## config.mk

```make
export PLATFORM = sky130hd
export DESIGN_NAME = vram_arb_flat
export DESIGN_NICKNAME = d
export VERILOG_FILES = /design/src/rtl/vram_arb_pkg.sv /design/src/rtl/vram_arb_if.sv /design/src/rtl/vram_arb.sv /design/src/flat_wrapper.sv
export SDC_FILE = /design/constraint.sdc
export NUM_CORES = 1
export LEC_CHECK = 0
export BUFFER_PORTS_ARGS = -buffer_cell sky130_fd_sc_hd__buf_2
export CELL_PAD_IN_SITES_DETAIL_PLACEMENT = 0
export CELL_PAD_IN_SITES_GLOBAL_PLACEMENT = 1
export CORE_AREA = 5 5 132 134
export CTS_BUF_LIST = sky130_fd_sc_hd__clkbuf_8 sky130_fd_sc_hd__clkbuf_16
export DETAILED_ROUTE_END_ITERATION = 8
export DIE_AREA = 0 0 137 139
export PLACE_DENSITY_LB_ADDON = 0.25
export SLEW_MARGIN = 20
export SYNTH_ARGS = -nofsm -noshare
export SYNTH_HDL_FRONTEND = slang
export SYNTH_SLANG_ARGS = --single-unit
export TNS_END_PERCENT = 20
```

## constraint.sdc

```tcl
create_clock -name clk_sys -period 2.28 [get_ports clk_sys]
set_clock_uncertainty 0.05 [all_clocks]
set_input_delay 0.228 -clock clk_sys [delete_from_list [all_inputs] [get_ports clk_sys]]
set_output_delay 0.228 -clock clk_sys [all_outputs]
set_load 0.02 [all_outputs]
```

## src/rtl/vram_arb_pkg.sv

```systemverilog
// Constants and the grant encoding shared by the VRAM arbiter, the display
// controller and the drawing engine.
package vram_arb_pkg;

  localparam int VRAM_ADDRW = 14;
  localparam int VRAM_WORD  = 32;

  typedef enum logic {
    REQ_A = 1'b0,
    REQ_B = 1'b1
  } req_sel_e;

  // Returns {grant_valid, grant_sel}. A wins ties unless force_b is set.
  function automatic logic [1:0] arb_prio2(input logic req_a,
                                           input logic req_b,
                                           input logic force_b);
    logic [1:0] g;
    g = 2'b00;
    if (req_a && req_b) g = {1'b1, force_b};
    else if (req_a)     g = {1'b1, 1'b0};
    else if (req_b)     g = {1'b1, 1'b1};
    return g;
  endfunction

endpackage

```

## src/rtl/vram_arb_if.sv

```systemverilog
// Bundle of both requester ports plus the VRAM system-port signals.
// Handshake: a requester holds req (with addr/wmask/din stable) until it sees
// ack high in the same cycle; that cycle issues the access, and a read
// (wmask == 0) returns dout with rvalid exactly one cycle later.
interface vram_arb_if #(
  parameter int WORD  = 32,
  parameter int ADDRW = 14
);
  logic             a_req;
  logic             a_ack;
  logic [ADDRW-1:0] a_addr;
  logic [WORD-1:0]  a_wmask;
  logic [WORD-1:0]  a_din;
  logic [WORD-1:0]  a_dout;
  logic             a_rvalid;

  logic             b_req;
  logic             b_ack;
  logic [ADDRW-1:0] b_addr;
  logic [WORD-1:0]  b_wmask;
  logic [WORD-1:0]  b_din;
  logic [WORD-1:0]  b_dout;
  logic             b_rvalid;

  logic [ADDRW-1:0] vram_addr;
  logic [WORD-1:0]  vram_wmask;
  logic [WORD-1:0]  vram_din;
  logic [WORD-1:0]  vram_dout;

  // Arbiter side.
  modport slave (
    input  a_req, a_addr, a_wmask, a_din,
    output a_ack, a_dout, a_rvalid,
    input  b_req, b_addr, b_wmask, b_din,
    output b_ack, b_dout, b_rvalid,
    output vram_addr, vram_wmask, vram_din,
    input  vram_dout
  );

  // Client and VRAM side.
  modport master (
    output a_req, a_addr, a_wmask, a_din,
    input  a_ack, a_dout, a_rvalid,
    output b_req, b_addr, b_wmask, b_din,
    input  b_ack, b_dout, b_rvalid,
    input  vram_addr, vram_wmask, vram_din,
    output vram_dout
  );

endinterface

```

## src/rtl/vram_arb.sv

```systemverilog
// Two-port VRAM system-port arbiter: A (CPU) has fixed priority, B (2D/DMA)
// is forced through after B_MAX consecutive contested A grants.
module vram_arb
  import vram_arb_pkg::*;
#(
  parameter int WORD  = VRAM_WORD,
  parameter int ADDRW = VRAM_ADDRW,
  parameter int B_MAX = 4
) (
  input  logic       clk_sys,
  input  logic       rst_sys,
  vram_arb_if.slave  bus,
  output logic [3:0] starve_cnt,
  output logic       grant_valid,
  output req_sel_e   grant_sel
);

  localparam logic [3:0] B_LIM = 4'(B_MAX);

  logic [ADDRW-1:0] last_addr;
  logic             rd_a;
  logic             rd_b;
  logic [1:0]       grant;

  // No grants while reset is held; pending requests are simply not acked.
  always_comb begin
    grant = 2'b00;
    if (!rst_sys) grant = arb_prio2(bus.a_req, bus.b_req, starve_cnt == B_LIM);
  end

  assign grant_valid = grant[1];
  assign grant_sel   = req_sel_e'(grant[0]);
  assign bus.a_ack   = grant_valid && (grant_sel == REQ_A);
  assign bus.b_ack   = grant_valid && (grant_sel == REQ_B);

  // Idle cycles re-read the last granted address so vram_dout stays put.
  always_comb begin
    bus.vram_addr  = last_addr;
    bus.vram_wmask = '0;
    bus.vram_din   = '0;
    if (bus.a_ack) begin
      bus.vram_addr  = bus.a_addr;
      bus.vram_wmask = bus.a_wmask;
      bus.vram_din   = bus.a_din;
    end else if (bus.b_ack) begin
      bus.vram_addr  = bus.b_addr;
      bus.vram_wmask = bus.b_wmask;
      bus.vram_din   = bus.b_din;
    end
  end

  always_ff @(posedge clk_sys) begin
    if (rst_sys) begin
      starve_cnt <= 4'd0;
      rd_a       <= 1'b0;
      rd_b       <= 1'b0;
      last_addr  <= '0;
    end else begin
      rd_a <= bus.a_ack && (bus.a_wmask == '0);
      rd_b <= bus.b_ack && (bus.b_wmask == '0);
      if (grant_valid) last_addr <= bus.vram_addr;
      if (bus.b_req && bus.a_ack)
        starve_cnt <= (starve_cnt == B_LIM) ? starve_cnt : starve_cnt + 4'd1;
      else
        starve_cnt <= 4'd0;
    end
  end

  // A read granted just before reset must not report data during reset.
  assign bus.a_rvalid = rd_a && !rst_sys;
  assign bus.b_rvalid = rd_b && !rst_sys;
  assign bus.a_dout   = bus.vram_dout;
  assign bus.b_dout   = bus.vram_dout;

endmodule

```

## src/flat_wrapper.sv

```systemverilog
// flat-port wrapper written by rule: the top's interface ports become plain ports
module vram_arb_flat import vram_arb_pkg::*;
#(
  parameter int WORD  = VRAM_WORD,
  parameter int ADDRW = VRAM_ADDRW,
  parameter int B_MAX = 4
)
  (clk_sys, rst_sys, starve_cnt, grant_valid, grant_sel, bus_a_req, bus_a_addr, bus_a_wmask, bus_a_din, bus_a_ack, bus_a_dout, bus_a_rvalid, bus_b_req, bus_b_addr, bus_b_wmask, bus_b_din, bus_b_ack, bus_b_dout, bus_b_rvalid, bus_vram_addr, bus_vram_wmask, bus_vram_din, bus_vram_dout);
  vram_arb_if #(.WORD(WORD), .ADDRW(ADDRW)) bus_i ();
  input  logic clk_sys;
  input  logic rst_sys;
  output logic [3:0] starve_cnt;
  output logic grant_valid;
  output req_sel_e grant_sel;
  input wire logic [$bits(bus_i.a_req)-1:0] bus_a_req;
  input wire logic [$bits(bus_i.a_addr)-1:0] bus_a_addr;
  input wire logic [$bits(bus_i.a_wmask)-1:0] bus_a_wmask;
  input wire logic [$bits(bus_i.a_din)-1:0] bus_a_din;
  output wire logic [$bits(bus_i.a_ack)-1:0] bus_a_ack;
  output wire logic [$bits(bus_i.a_dout)-1:0] bus_a_dout;
  output wire logic [$bits(bus_i.a_rvalid)-1:0] bus_a_rvalid;
  input wire logic [$bits(bus_i.b_req)-1:0] bus_b_req;
  input wire logic [$bits(bus_i.b_addr)-1:0] bus_b_addr;
  input wire logic [$bits(bus_i.b_wmask)-1:0] bus_b_wmask;
  input wire logic [$bits(bus_i.b_din)-1:0] bus_b_din;
  output wire logic [$bits(bus_i.b_ack)-1:0] bus_b_ack;
  output wire logic [$bits(bus_i.b_dout)-1:0] bus_b_dout;
  output wire logic [$bits(bus_i.b_rvalid)-1:0] bus_b_rvalid;
  output wire logic [$bits(bus_i.vram_addr)-1:0] bus_vram_addr;
  output wire logic [$bits(bus_i.vram_wmask)-1:0] bus_vram_wmask;
  output wire logic [$bits(bus_i.vram_din)-1:0] bus_vram_din;
  input wire logic [$bits(bus_i.vram_dout)-1:0] bus_vram_dout;
  assign bus_i.a_req = bus_a_req;
  assign bus_i.a_addr = bus_a_addr;
  assign bus_i.a_wmask = bus_a_wmask;
  assign bus_i.a_din = bus_a_din;
  assign bus_a_ack = bus_i.a_ack;
  assign bus_a_dout = bus_i.a_dout;
  assign bus_a_rvalid = bus_i.a_rvalid;
  assign bus_i.b_req = bus_b_req;
  assign bus_i.b_addr = bus_b_addr;
  assign bus_i.b_wmask = bus_b_wmask;
  assign bus_i.b_din = bus_b_din;
  assign bus_b_ack = bus_i.b_ack;
  assign bus_b_dout = bus_i.b_dout;
  assign bus_b_rvalid = bus_i.b_rvalid;
  assign bus_vram_addr = bus_i.vram_addr;
  assign bus_vram_wmask = bus_i.vram_wmask;
  assign bus_vram_din = bus_i.vram_din;
  assign bus_i.vram_dout = bus_vram_dout;
  vram_arb #(.WORD(WORD), .ADDRW(ADDRW), .B_MAX(B_MAX)) u_core (.clk_sys(clk_sys), .rst_sys(rst_sys), .bus(bus_i), .starve_cnt(starve_cnt), .grant_valid(grant_valid), .grant_sel(grant_sel));
endmodule
```

==> impl_results.md, run 1 <==
* Total CTS buffers at 3
* Crit. End Element: primary output
* Final Hold Viols at 0
* Part of the cycle the worst path needs at 0.976
* Worst reg2reg path depth at 6
* Reg2Reg Setup Slack at 0.59 ns
* Initial antenna violation count at 0
* Largest area contributor in the netlist: mux2i_1
* CTS tree: built
* Mapped Area at 0.00301 mm^2
* Synth-to-Final Area Change at 57.0%
* Setup violations, final at 0
* Hold Path Origin: bus_a_wmask[25]
* Worst EP arrival at 1.95 ns
* Cells after Synth at 417
* DR DRC count at 0
* Outcome: completed
* Worst Hold Class: in2reg
* H-Tree Depth at 1
* Clk buf depth at 2
* Hold path depth at 4
* Total track usage at 0.114
* Final ANT Viol Nets at 0
* Die Y at 139 um
* Core ar. at 0.0162 mm^2
* Worst slew pin tran at 0.557 ns
* Mean Syn Cell Area at 7.22 um^2
* Dpl cell area at 0.00400 mm^2
* Comb power frac at 0.546
* Clock power frac at 0.222
* RR Startpoint: u_core.starve_cnt[0]$_SDFFE_PP0P_
* Kind of critical path: reg2out
* Clk_lat worst skew at 0.25 ns
* Initial Util at 0.186
* Initial drt markers at 77
* P_sw at 0.000601 W
* Peak supply drop at 213 uV
* Number of cell rows at 47
* Die width at 137 um
* Finished Cell Area at 0.00473 mm^2
* Rel. slew slack at 0.628
* Wire per inst at 15.8 um
* Unrepaired setup endpoints after global routing: true
* Synth warnings at 0
* Total Wirelength at 13,100 um
* Lkg Pwr at 2.50 nW
* Power Density at 344 mW/mm^2
* Final Net Count at 806
* Hold Buf Count CTS at 0
* Maxcap violations at 0
* Sink Count at 20
* Reg-to-reg endpoint: u_core.last_addr[8]$_SDFFE_PP0N_
* Antenna fix cells at 0
* Worst-path fanout max at 6
* Share of cells above drive strength 1 at 0.482
* Flop pwr share at 0.232
* Mapped Nets at 611
* First-pass GRT wire length at 17,600 um
* Synthesized flop and latch total at 20
* Vias in the first global route at 3,457
* TritonRoute pass-1 iters at 4
* Clk pin slew, worst setup/hold paths at 0.06 ns
* DP Wirelength at 9920 um
* Vias at 3,355
* Worst Path Required at 2.00 ns
* Root Driver: clkbuf_16
* Count of port buffers added during placement at 247
* GRT overflow at 0
* Worst Setup Start Kind: flop
* Sequential share of the synthesized area at 0.133
* Max-slew violations at 0
* Via density at 4.04
* Largest net degree at the start of global routing at 62
* Pint at 0.00102 W
* Sw Ratio at 0.370
* Die area at 0.0190 mm^2
* Non-filler cells, final at 830
* Share of the synthesized area in the top cell type at 0.309
* Fmax at 449 MHz
* IO Count at 344
* Yosys cell types at 24
* Final worst path period need at 2.23 ns
* Area contributors post-synth: mux2i_1 (31%), buf_4 (19%), dfxtp_1 (13%)
* Sink of the worst hold path: u_core.rd_a$_SDFF_PP0_
* Sum of negative setup slack at 0 ns
* Routability congestion estimate at 0.773
* Placed insts at 806
worst max-delay path, cell delays in order (launching register included):
cell,delay [ns]
dfxtp_2,0.33
inv_2,0.06
ha_4,0.13
nand3b_1,0.14
a21oi_4,0.22
buf_6,0.12
buf_12,0.13
buf_12,0.14
mux2i_4,0.26
buf_6,0.15
Yosys cell counts:
cell,instances
a21oi_1,2
a221oi_1,14
and3b_1,1
buf_12,1
buf_2,5
buf_4,77
clkbuf_1,3
dfxtp_1,20
ha_1,2
inv_1,82
inv_6,1
mux2i_1,93
nand2_1,65
nand2b_1,1
nand3_1,1
nand3b_1,1
nand4_1,4
nor2_1,6
nor2b_1,16
nor4_1,18
o21ai_1,1
o21bai_4,1
or3_1,1
xnor2_1,1
registers in the layout, indices dropped and copies added (netlist names):
name	count
u_core.last_addr	14
u_core.rd_a	1
u_core.rd_b	1
u_core.starve_cnt	4
placed cells by master (no fill, tap or decap):
master     instances
mux2i_2            2
nor2_1             6
clkbuf_16          9
inv_1             80
a21oi_1            1
a21oi_4            1
and3b_1            1
or3_1              1
nand3b_1           1
buf_16             1
buf_2            177
dfxtp_2            2
buf_6              8
buf_4             74
dfxtp_1           18
ha_4               1
nor2b_1           16
nand4_1            4
mux2i_4            5
nand3_1            1
inv_2              2
xnor2_1            1
buf_12             9
mux2i_1           86
inv_6              1
a221oi_1          14
buf_8              1
ha_1               1
nand2b_1           1
nor4_1            18
nand2_1           65
o21bai_4           1
o21ai_1            1
stage by stage:
| step | setup WS [ns] | total power (W) | hold WS (ns) | utilization |
|---|---|---|---|---|
| final | 0.0542 | 0.00162 | 0.241 | 0.292 |
| after global routing | -0.0623 | 0.00172 | 0.268 | 0.292 |
| after CTS | -0.00830 | 0.00152 | 0.263 | 0.257 |
| after detailed placement | 0.0731 | 0.00113 | 0.406 | 0.247 |
| after global placement | 0.0944 | 0.00113 | 0.406 | 0.247 |
| after floorplan | 0.260 | 0.000967 | 0.342 | - |
per-layer routing:
layer / vias up / track usage / part of all wire
met5: - / 0 / 0
met4: 0 / 0.0242 / 0.017
met3: 28 / 0.0323 / 0.090
met2: 169 / 0.231 / 0.53
met1: 1485 / 0.112 / 0.36
li1: 1673 / - / -
final cells by class:
cell class                 count  area (um^2)
clock buffer                   3         75.1
fill                        1786        11400
inverter                      83          317
multi-input combinational    228         1750
sequential                    20          403
tap                          220          275
timing repair buffer         276         1900
power by group through the flow:
| stage | clock network [W] | registers [W] | logic, W |
|---|---|---|---|
| 2_1_floorplan | 0 | 0.000384 | 0.000583 |
| 3_3_place_gp | 0 | 0.000384 | 0.000745 |
| 3_5_place_dp | 0 | 0.000385 | 0.000747 |
| 4_1_cts | 0.000369 | 0.000377 | 0.000770 |
| 5_1_grt | 0.000391 | 0.000379 | 0.000955 |
| 6_report | 0.000361 | 0.000377 | 0.000886 |
how the worst max path moves through the flow:
| stage | startpoint | endpoint | depth (start not counted) |
|---|---|---|---|
| after floorplan | u_core.starve_cnt[0]$_SDFFE_PP0P_ | bus_vram_addr[13] | 7 |
| after global placement | u_core.starve_cnt[0]$_SDFFE_PP0P_ | bus_vram_wmask[0] | 7 |
| after detailed placement | u_core.starve_cnt[0]$_SDFFE_PP0P_ | bus_vram_wmask[0] | 7 |
| after CTS | u_core.starve_cnt[0]$_SDFFE_PP0P_ | bus_vram_addr[1] | 8 |
| after global routing | u_core.starve_cnt[1]$_SDFFE_PP0P_ | bus_vram_wmask[0] | 9 |
| final | u_core.starve_cnt[1]$_SDFFE_PP0P_ | bus_vram_wmask[0] | 9 |
kinds of logic after synthesis:
kind of cell,synth area share
buffers and inverters,0.316
and+or+nand+nor,0.179
muxes,0.309
DFF,0.133
AOI/OAI and AO/OA,0.0520
adders and majority gates,0.00831
xor gates and xnor gates,0.00291
repair_timing:
item,4_1_cts,5_1_grt
setup buffers,3,10
cloned,1,7
pin swaps,1,2
resized for setup,12,94
endpoints found under the setup margin,44,69
No activity file was read; power rests on OpenSTA's default activity.
==> run 2: changes to the inputs <==
--- a/config.mk
+++ b/config.mk
@@ -6,12 +6,11 @@
 export NUM_CORES = 1
 export LEC_CHECK = 0
 export BUFFER_PORTS_ARGS = -buffer_cell sky130_fd_sc_hd__buf_2
-export CELL_PAD_IN_SITES_DETAIL_PLACEMENT = 0
-export CELL_PAD_IN_SITES_GLOBAL_PLACEMENT = 1
-export CORE_AREA = 5 5 132 134
+export CAP_MARGIN = 20
+export CORE_AREA = 5 5 130 132
 export CTS_BUF_LIST = sky130_fd_sc_hd__clkbuf_8 sky130_fd_sc_hd__clkbuf_16
 export DETAILED_ROUTE_END_ITERATION = 8
-export DIE_AREA = 0 0 137 139
+export DIE_AREA = 0 0 135 137
 export PLACE_DENSITY_LB_ADDON = 0.25
 export SLEW_MARGIN = 20
 export SYNTH_ARGS = -nofsm -noshare
==> run 2 against run 1 <==
Routed wire length is 5.9% lower. Sequential share of layout area is 0.58 points higher. Power is 4.2% lower.
==> impl_results.md, run 2 (synthesis gave the netlist of run 1 again) <==
* Total CTS buffers at 3 (unchanged)
* Setup violations, final at 0 (unchanged)
* Root Driver: clkbuf_16 (unchanged)
* Top Registers: u_core.last_addr x14, u_core.starve_cnt x4 (unchanged)
* Flop pwr share at 0.241 (was 0.232)
* Synth-to-Final Area Change at 48.8% (was 57.0%)
* Clk buf depth at 2 (unchanged)
* P_sw at 0.000585 W (was 0.000601 W)
* Unrepaired setup endpoints after global routing: true (unchanged)
* Clk pin slew, worst setup/hold paths at 0.06 ns (about the same)
* Wire per inst at 14.9 um (was 15.8 um)
* Die width at 135 um (was 137 um)
* Count of port buffers added during placement at 247 (unchanged)
* Part of the cycle the worst path needs at 0.977 (was 0.976)
* Pint at 0.000971 W (was 0.00102 W)
* Largest Register: u_core.last_addr (unchanged)
* Core ar. at 0.0156 mm^2 (was 0.0162 mm^2)
* Max-slew violations at 0 (unchanged)
* Sw Ratio at 0.376 (was 0.370)
* Initial drt markers at 89 (was 77)
* RR Startpoint: u_core.starve_cnt[1]$_SDFFE_PP0P_ (was u_core.starve_cnt[0]$_SDFFE_PP0P_)
* Routability congestion estimate at 0.863 (was 0.773)
* Worst EP arrival at 1.95 ns (about the same)
* Via density at 4.00 (was 4.04)
* Initial Util at 0.193 (was 0.186)
* Worst Path Required at 2.00 ns (about the same)
* Reg2Reg Setup Slack at 0.44 ns (was 0.59 ns)
* Vias at 3,308 (was 3,355)
* Commonest non-fill, non-tap cells in the layout: buf_2 (206), mux2i_1 (88), inv_1 (80) (was buf_2 (177), mux2i_1 (86), inv_1 (80))
* Final Net Count at 807 (was 806)
* Final worst path period need at 2.23 ns (about the same)
* Comb power frac at 0.525 (was 0.546)
* Final ANT Viol Nets at 0 (unchanged)
* Peak supply drop at 198 uV (was 213 uV)
* Crit path capture: bus_vram_wmask[31] (was bus_vram_wmask[0])
* Total track usage at 0.119 (was 0.114)
* Final Hold Viols at 0 (unchanged)
* Die area at 0.0185 mm^2 (was 0.0190 mm^2)
* Die Y at 137 um (was 139 um)
* Worst slew pin tran at 0.607 ns (was 0.557 ns)
* TritonRoute pass-1 iters at 4 (unchanged)
* Lkg Pwr at 2.46 nW (was 2.50 nW)
* Vias in the first global route at 3,260 (was 3,457)
* Worst Setup Start Kind: flop (unchanged)
* Worst Hold Class: in2reg (unchanged)
* CTS tree: built (unchanged)
* Sink Count at 20 (unchanged)
* Fmax at 449 MHz (about the same)
* Clk_lat worst skew at 0.25 ns (about the same)
* Kind of critical path: reg2out (unchanged)
* Number of cell rows at 46 (was 47)
* Outcome: completed (unchanged)
* Clock power frac at 0.235 (was 0.222)
* Initial antenna violation count at 0 (unchanged)
* GRT overflow at 0 (unchanged)
* CP startpoint: u_core.starve_cnt[1]$_SDFFE_PP0P_ (unchanged)
* Reg-to-reg endpoint: u_core.last_addr[7]$_SDFFE_PP0N_ (was u_core.last_addr[8]$_SDFFE_PP0N_)
* Core Util, Final at 0.287 (was 0.292)
* Total Wirelength at 12,300 um (was 13,100 um)
* First-pass GRT wire length at 17,500 um (was 17,600 um)
* H-Tree Depth at 1 (unchanged)
* Power Density at 347 mW/mm^2 (was 344 mW/mm^2)
* Rel. slew slack at 0.594 (was 0.628)
* IO Count at 344 (unchanged)
* Worst reg2reg path depth at 7 (was 6)
* Maxcap violations at 0 (unchanged)
* Largest net degree at the start of global routing at 29 (was 62)
* Hold Buf Count CTS at 0 (unchanged)
* Commonest non-fill, non-tap cell in the layout: buf_2 (unchanged)
* Crit. End Element: primary output (unchanged)
* Share of cells above drive strength 1 at 0.480 (was 0.482)
* DR DRC count at 0 (unchanged)
* Max reg flops at 14 (unchanged)
* DP Wirelength at 9830 um (was 9920 um)
* Design Power at 0.00156 W (was 0.00162 W)
* Worst-path fanout max at 6 (unchanged)
run 2: cell types whose count changed in the layout (fill, tap and decap cells not counted):
cell	delta
diode_2	+1
inv_4	+1
clkbuf_16	-4
buf_12	-5
mux2i_4	-5
dfxtp_2	-2
mux2i_1	+2
mux2i_2	+3
buf_6	-6
inv_2	-1
buf_16	+1
buf_4	-14
buf_2	+29
dfxtp_4	+2
run 2: metal layers:
metal / routed length, um / vias to the layer above / track usage
met5: 0 / - / 0
li1: - / 1681 / -
met2: 6000 / 153 / 0.209
met1: 5000 / 1440 / 0.142
met4: 302 / 0 / 0.0386
met3: 1050 / 34 / 0.0305
run 2: power groups by stage:
stage               Combinational (W)  Sequential [W]  Clock, W
global placement             0.000760        0.000384         0
finish                       0.000816        0.000375  0.000365
floorplan                    0.000583        0.000384         0
CTS                          0.000778        0.000377  0.000381
global route                 0.000883        0.000376  0.000394
detailed placement           0.000757        0.000384         0
run 2: cell type report:
| cell class | count | area, um^2 |
|---|---|---|
| Tap cell | 216 | 270 |
| Fill cell | 1774 | 11100 |
| Multi-Input combinational cell | 228 | 1700 |
| Timing Repair Buffer | 277 | 1700 |
| Clock buffer | 3 | 75.1 |
| Antenna cell | 1 | 2.50 |
| Sequential cell | 20 | 408 |
| Inverter | 83 | 319 |
run 2: worst min-delay path by stage:
stage | startpoint | endpoint | slack [ns] | cells after the start
floorplan | bus_a_wmask[14] | u_core.rd_a$_SDFF_PP0_ | 0.34 | 3
global placement | bus_vram_dout[9] | bus_b_dout[9] | 0.41 | 0
detailed placement | bus_vram_dout[9] | bus_b_dout[9] | 0.41 | 0
CTS | rst_sys | u_core.last_addr[12]$_SDFFE_PP0N_ | 0.20 | 2
global route | rst_sys | u_core.last_addr[12]$_SDFFE_PP0N_ | 0.23 | 2
finish | rst_sys | u_core.last_addr[12]$_SDFFE_PP0N_ | 0.20 | 2
run 2: what timing repair did:
| item | CTS | global route |
|---|---|---|
| resized for setup | 4 | 57 |
| setup buffers | 9 | 3 |
| setup endpoints to repair | 63 | 77 |
| pin swaps | 1 | 2 |
| gates cloned | 1 | 2 |
run 2: critical path, cell delays in order (launching register included):
cell and delay, ns:
dfxtp_4 0.36, inv_4 0.06, ha_4 0.13, nand3b_1 0.14, a21oi_4 0.19, buf_6 0.16, buf_12 0.14, clkbuf_16 0.15
mux2i_1 0.19, buf_4 0.17
run 2: stage by stage:
stage / instances / setup WS, ns / TNS, ns / hold WS [ns] / cell area [um^2]
finish: 828 / 0.0530 / 0 / 0.205 / 4480
global route: 827 / -0.0480 / -0.644 / 0.234 / 4480
CTS: 822 / -0.00131 / -0.00131 / 0.203 / 4260
detailed placement: 809 / 0.167 / 0 / 0.406 / 4070
global placement: 809 / 0.190 / 0 / 0.406 / 4070
floorplan: 417 / 0.260 / 0 / 0.342 / 3010
==> run 3: changes to the inputs <==
--- a/config.mk
+++ b/config.mk
@@ -7,10 +7,12 @@
 export LEC_CHECK = 0
 export BUFFER_PORTS_ARGS = -buffer_cell sky130_fd_sc_hd__buf_2
 export CAP_MARGIN = 20
-export CORE_AREA = 5 5 130 132
+export CELL_PAD_IN_SITES_DETAIL_PLACEMENT = 1
+export CELL_PAD_IN_SITES_GLOBAL_PLACEMENT = 1
+export CORE_AREA = 5 5 132 134
 export CTS_BUF_LIST = sky130_fd_sc_hd__clkbuf_8 sky130_fd_sc_hd__clkbuf_16
 export DETAILED_ROUTE_END_ITERATION = 8
-export DIE_AREA = 0 0 135 137
+export DIE_AREA = 0 0 137 139
 export PLACE_DENSITY_LB_ADDON = 0.25
 export SLEW_MARGIN = 20
 export SYNTH_ARGS = -nofsm -noshare
==> run 3 against run 2 <==
The run now ends with setup timing left. Fmax is 4.4% lower. Sequential cell count did not move. Routed wire length rose by 14%. Design area is 8.3% higher. Critical path type unchanged.
==> impl_results.md, run 3 (synthesis gave the netlist of run 1 again) <==
* Count of port buffers added during placement at 247 (unchanged)
* Worst-path fanout max at 13 (was 6)
* Max reg flops at 14 (unchanged)
* Vias in the first global route at 3,739 (was 3,260)
* Peak supply drop at 207 uV (was 198 uV)
* Min Hold Slack at 0.252 ns (was 0.205 ns)
* Initial drt markers at 37 (was 89)
* Worst slew pin tran at 0.540 ns (was 0.607 ns)
* Sink Count at 20 (unchanged)
* First-pass GRT wire length at 18,900 um (was 17,500 um)
* IO Count at 344 (unchanged)
* Reg2Reg Setup Slack at 0.43 ns (was 0.44 ns)
* Antenna fix cells at 0 (was 1)
* Commonest non-fill, non-tap cells in the layout: buf_2 (169), buf_4 (84), inv_1 (80) (was buf_2 (206), mux2i_1 (88), inv_1 (80))
* Core ar. at 0.0162 mm^2 (was 0.0156 mm^2)
* Kind of critical path: reg2out (unchanged)
* Setup violations, final at 15 (was 0)
* Worst reg2reg path depth at 7 (unchanged)
* Max-slew violations at 0 (unchanged)
* Clk pin slew, worst setup/hold paths at 0.06 ns (about the same)
* Lkg Pwr at 2.56 nW (was 2.46 nW)
* Design Power at 0.00166 W (was 0.00156 W)
* CTS tree: built (unchanged)
* Die width at 137 um (was 135 um)
* Worst Setup Start Kind: flop (unchanged)
* Hold Buf Count CTS at 0 (unchanged)
* Total Wirelength at 14,100 um (was 12,300 um)
* Initial Util at 0.186 (was 0.193)
* PnR worst setup slack at -0.0506 ns (was 0.0530 ns)
* Power Density at 342 mW/mm^2 (was 347 mW/mm^2)
* Routability congestion estimate at 0.773 (was 0.863)
* Final Hold Viols at 0 (unchanged)
* Unrepaired setup endpoints after global routing: true (unchanged)
* Top Registers: u_core.last_addr x14, u_core.starve_cnt x4 (unchanged)
* Rel. slew slack at 0.639 (was 0.594)
* H-Tree Depth at 1 (unchanged)
* Worst Path Required at 2.00 ns (about the same)
* DR DRC count at 0 (unchanged)
* Vias at 3,443 (was 3,308)
* Die Y at 139 um (was 137 um)
* Final worst path period need at 2.33 ns (was 2.23 ns)
* Maxcap violations at 0 (unchanged)
* Worst EP arrival at 2.05 ns (was 1.95 ns)
* TritonRoute pass-1 iters at 4 (unchanged)
* Failing checks: setup timing
* Sink of the worst hold path: u_core.rd_a$_SDFF_PP0_ (was u_core.last_addr[12]$_SDFFE_PP0N_)
* Fmax at 429 MHz (was 449 MHz)
* Part of the cycle the worst path needs at 1.02 (was 0.977)
* Hold path depth at 4 (was 2)
* Sum of negative setup slack at -0.158 ns (was 0 ns)
* Initial antenna violation count at 0 (unchanged)
* RR Startpoint: u_core.starve_cnt[0]$_SDFFE_PP0P_ (was u_core.starve_cnt[1]$_SDFFE_PP0P_)
* Final ANT Viol Nets at 0 (unchanged)
* Share of cells above drive strength 1 at 0.498 (was 0.480)
* Outcome: finished, violations left (was completed)
* Total CTS buffers at 3 (unchanged)
* Die area at 0.0190 mm^2 (was 0.0185 mm^2)
* Largest net degree at the start of global routing at 62 (was 29)
* Via density at 4.13 (was 4.00)
* Commonest non-fill, non-tap cell in the layout: buf_2 (unchanged)
* Clk_lat worst skew at 0.25 ns (about the same)
* Hold Path Origin: bus_a_wmask[25] (was rst_sys)
* Crit. End Element: primary output (unchanged)
* GRT overflow at 0 (unchanged)
* CP startpoint: u_core.starve_cnt[0]$_SDFFE_PP0P_ (was u_core.starve_cnt[1]$_SDFFE_PP0P_)
* Total track usage at 0.123 (was 0.119)
* Worst Hold Class: in2reg (unchanged)
* Synth-to-Final Area Change at 61.2% (was 48.8%)
* Final Net Count at 810 (was 807)
* Reg-to-reg endpoint: u_core.last_addr[11]$_SDFFE_PP0N_ (was u_core.last_addr[7]$_SDFFE_PP0N_)
* Number of cell rows at 47 (was 46)
* Wire per inst at 16.9 um (was 14.9 um)
* Clk buf depth at 2 (unchanged)
* DP Wirelength at 10,800 um (was 9830 um)
* Root Driver: clkbuf_16 (unchanged)
* Largest Register: u_core.last_addr (unchanged)
run 3: changes by cell type in the layout (fill, tap and decap cells not counted), moves of 2 or more:
cell,before,now
buf_16,2,4
buf_2,206,169
buf_4,60,84
buf_6,2,11
clkbuf_16,5,10
mux2i_1,88,78
mux2i_2,5,9
mux2i_4,0,6
run 3: what timing repair did:
action / in CTS / in global routing
pin swaps: 1 / 2
resized for setup: 23 / 104
endpoints found under the setup margin: 66 / 79
gates cloned: 1 / 7
buffers inserted: 2 / 15
run 3: final cells by class:
class,instances,area (um^2)
clock buffer,3,75.1
fill,2020,11300
inverter,83,319
multi-input combinational,228,1790
sequential,20,405
tap,220,275
timing repair buffer,280,1990
run 3: how the worst max path moves through the flow:
stage                               to  slack, ns  cells after the start
floorplan            bus_vram_addr[13]       0.26                      7
finish                bus_vram_din[29]      -0.05                      9
global route          bus_vram_din[29]      -0.12                      9
CTS                 bus_vram_wmask[18]      -0.03                      8
global placement     bus_vram_wmask[0]       0.09                      7
detailed placement   bus_vram_wmask[0]       0.02                      7
run 3: per-stage QoR:
stage | area, um^2 | instances | utilization | setup WS, ns
finish | 4850 | 834 | 0.300 | -0.0506
detailed placement | 4000 | 806 | 0.247 | 0.0240
CTS | 4210 | 812 | 0.260 | -0.0265
floorplan | 3010 | 417 | - | 0.260
global route | 4850 | 834 | 0.300 | -0.115
global placement | 4000 | 806 | 0.247 | 0.0944
run 3: worst max-delay path: stages, from the launching register on:
cell and delay, ns:
dfxtp_4 0.36, inv_4 0.05, ha_4 0.12, nand3b_1 0.16, a21oi_4 0.24, buf_12 0.16
buf_6 0.10, clkbuf_16 0.17, mux2i_1 0.24, buf_4 0.18
run 3: where the power goes:
part           internal, W  total [W]  switching, W
Combinational     0.000442   0.000921      0.000479
Sequential        0.000371   0.000377    0.00000668
Clock             0.000231   0.000362      0.000131
run 3: routing by layer:
layer	up-vias	global-route usage	part of all wire
li1	1675	-	-
met1	1577	0.118	0.34
met2	159	0.249	0.55
met3	32	0.0345	0.089
met4	0	0.0341	0.022
met5	-	0	0
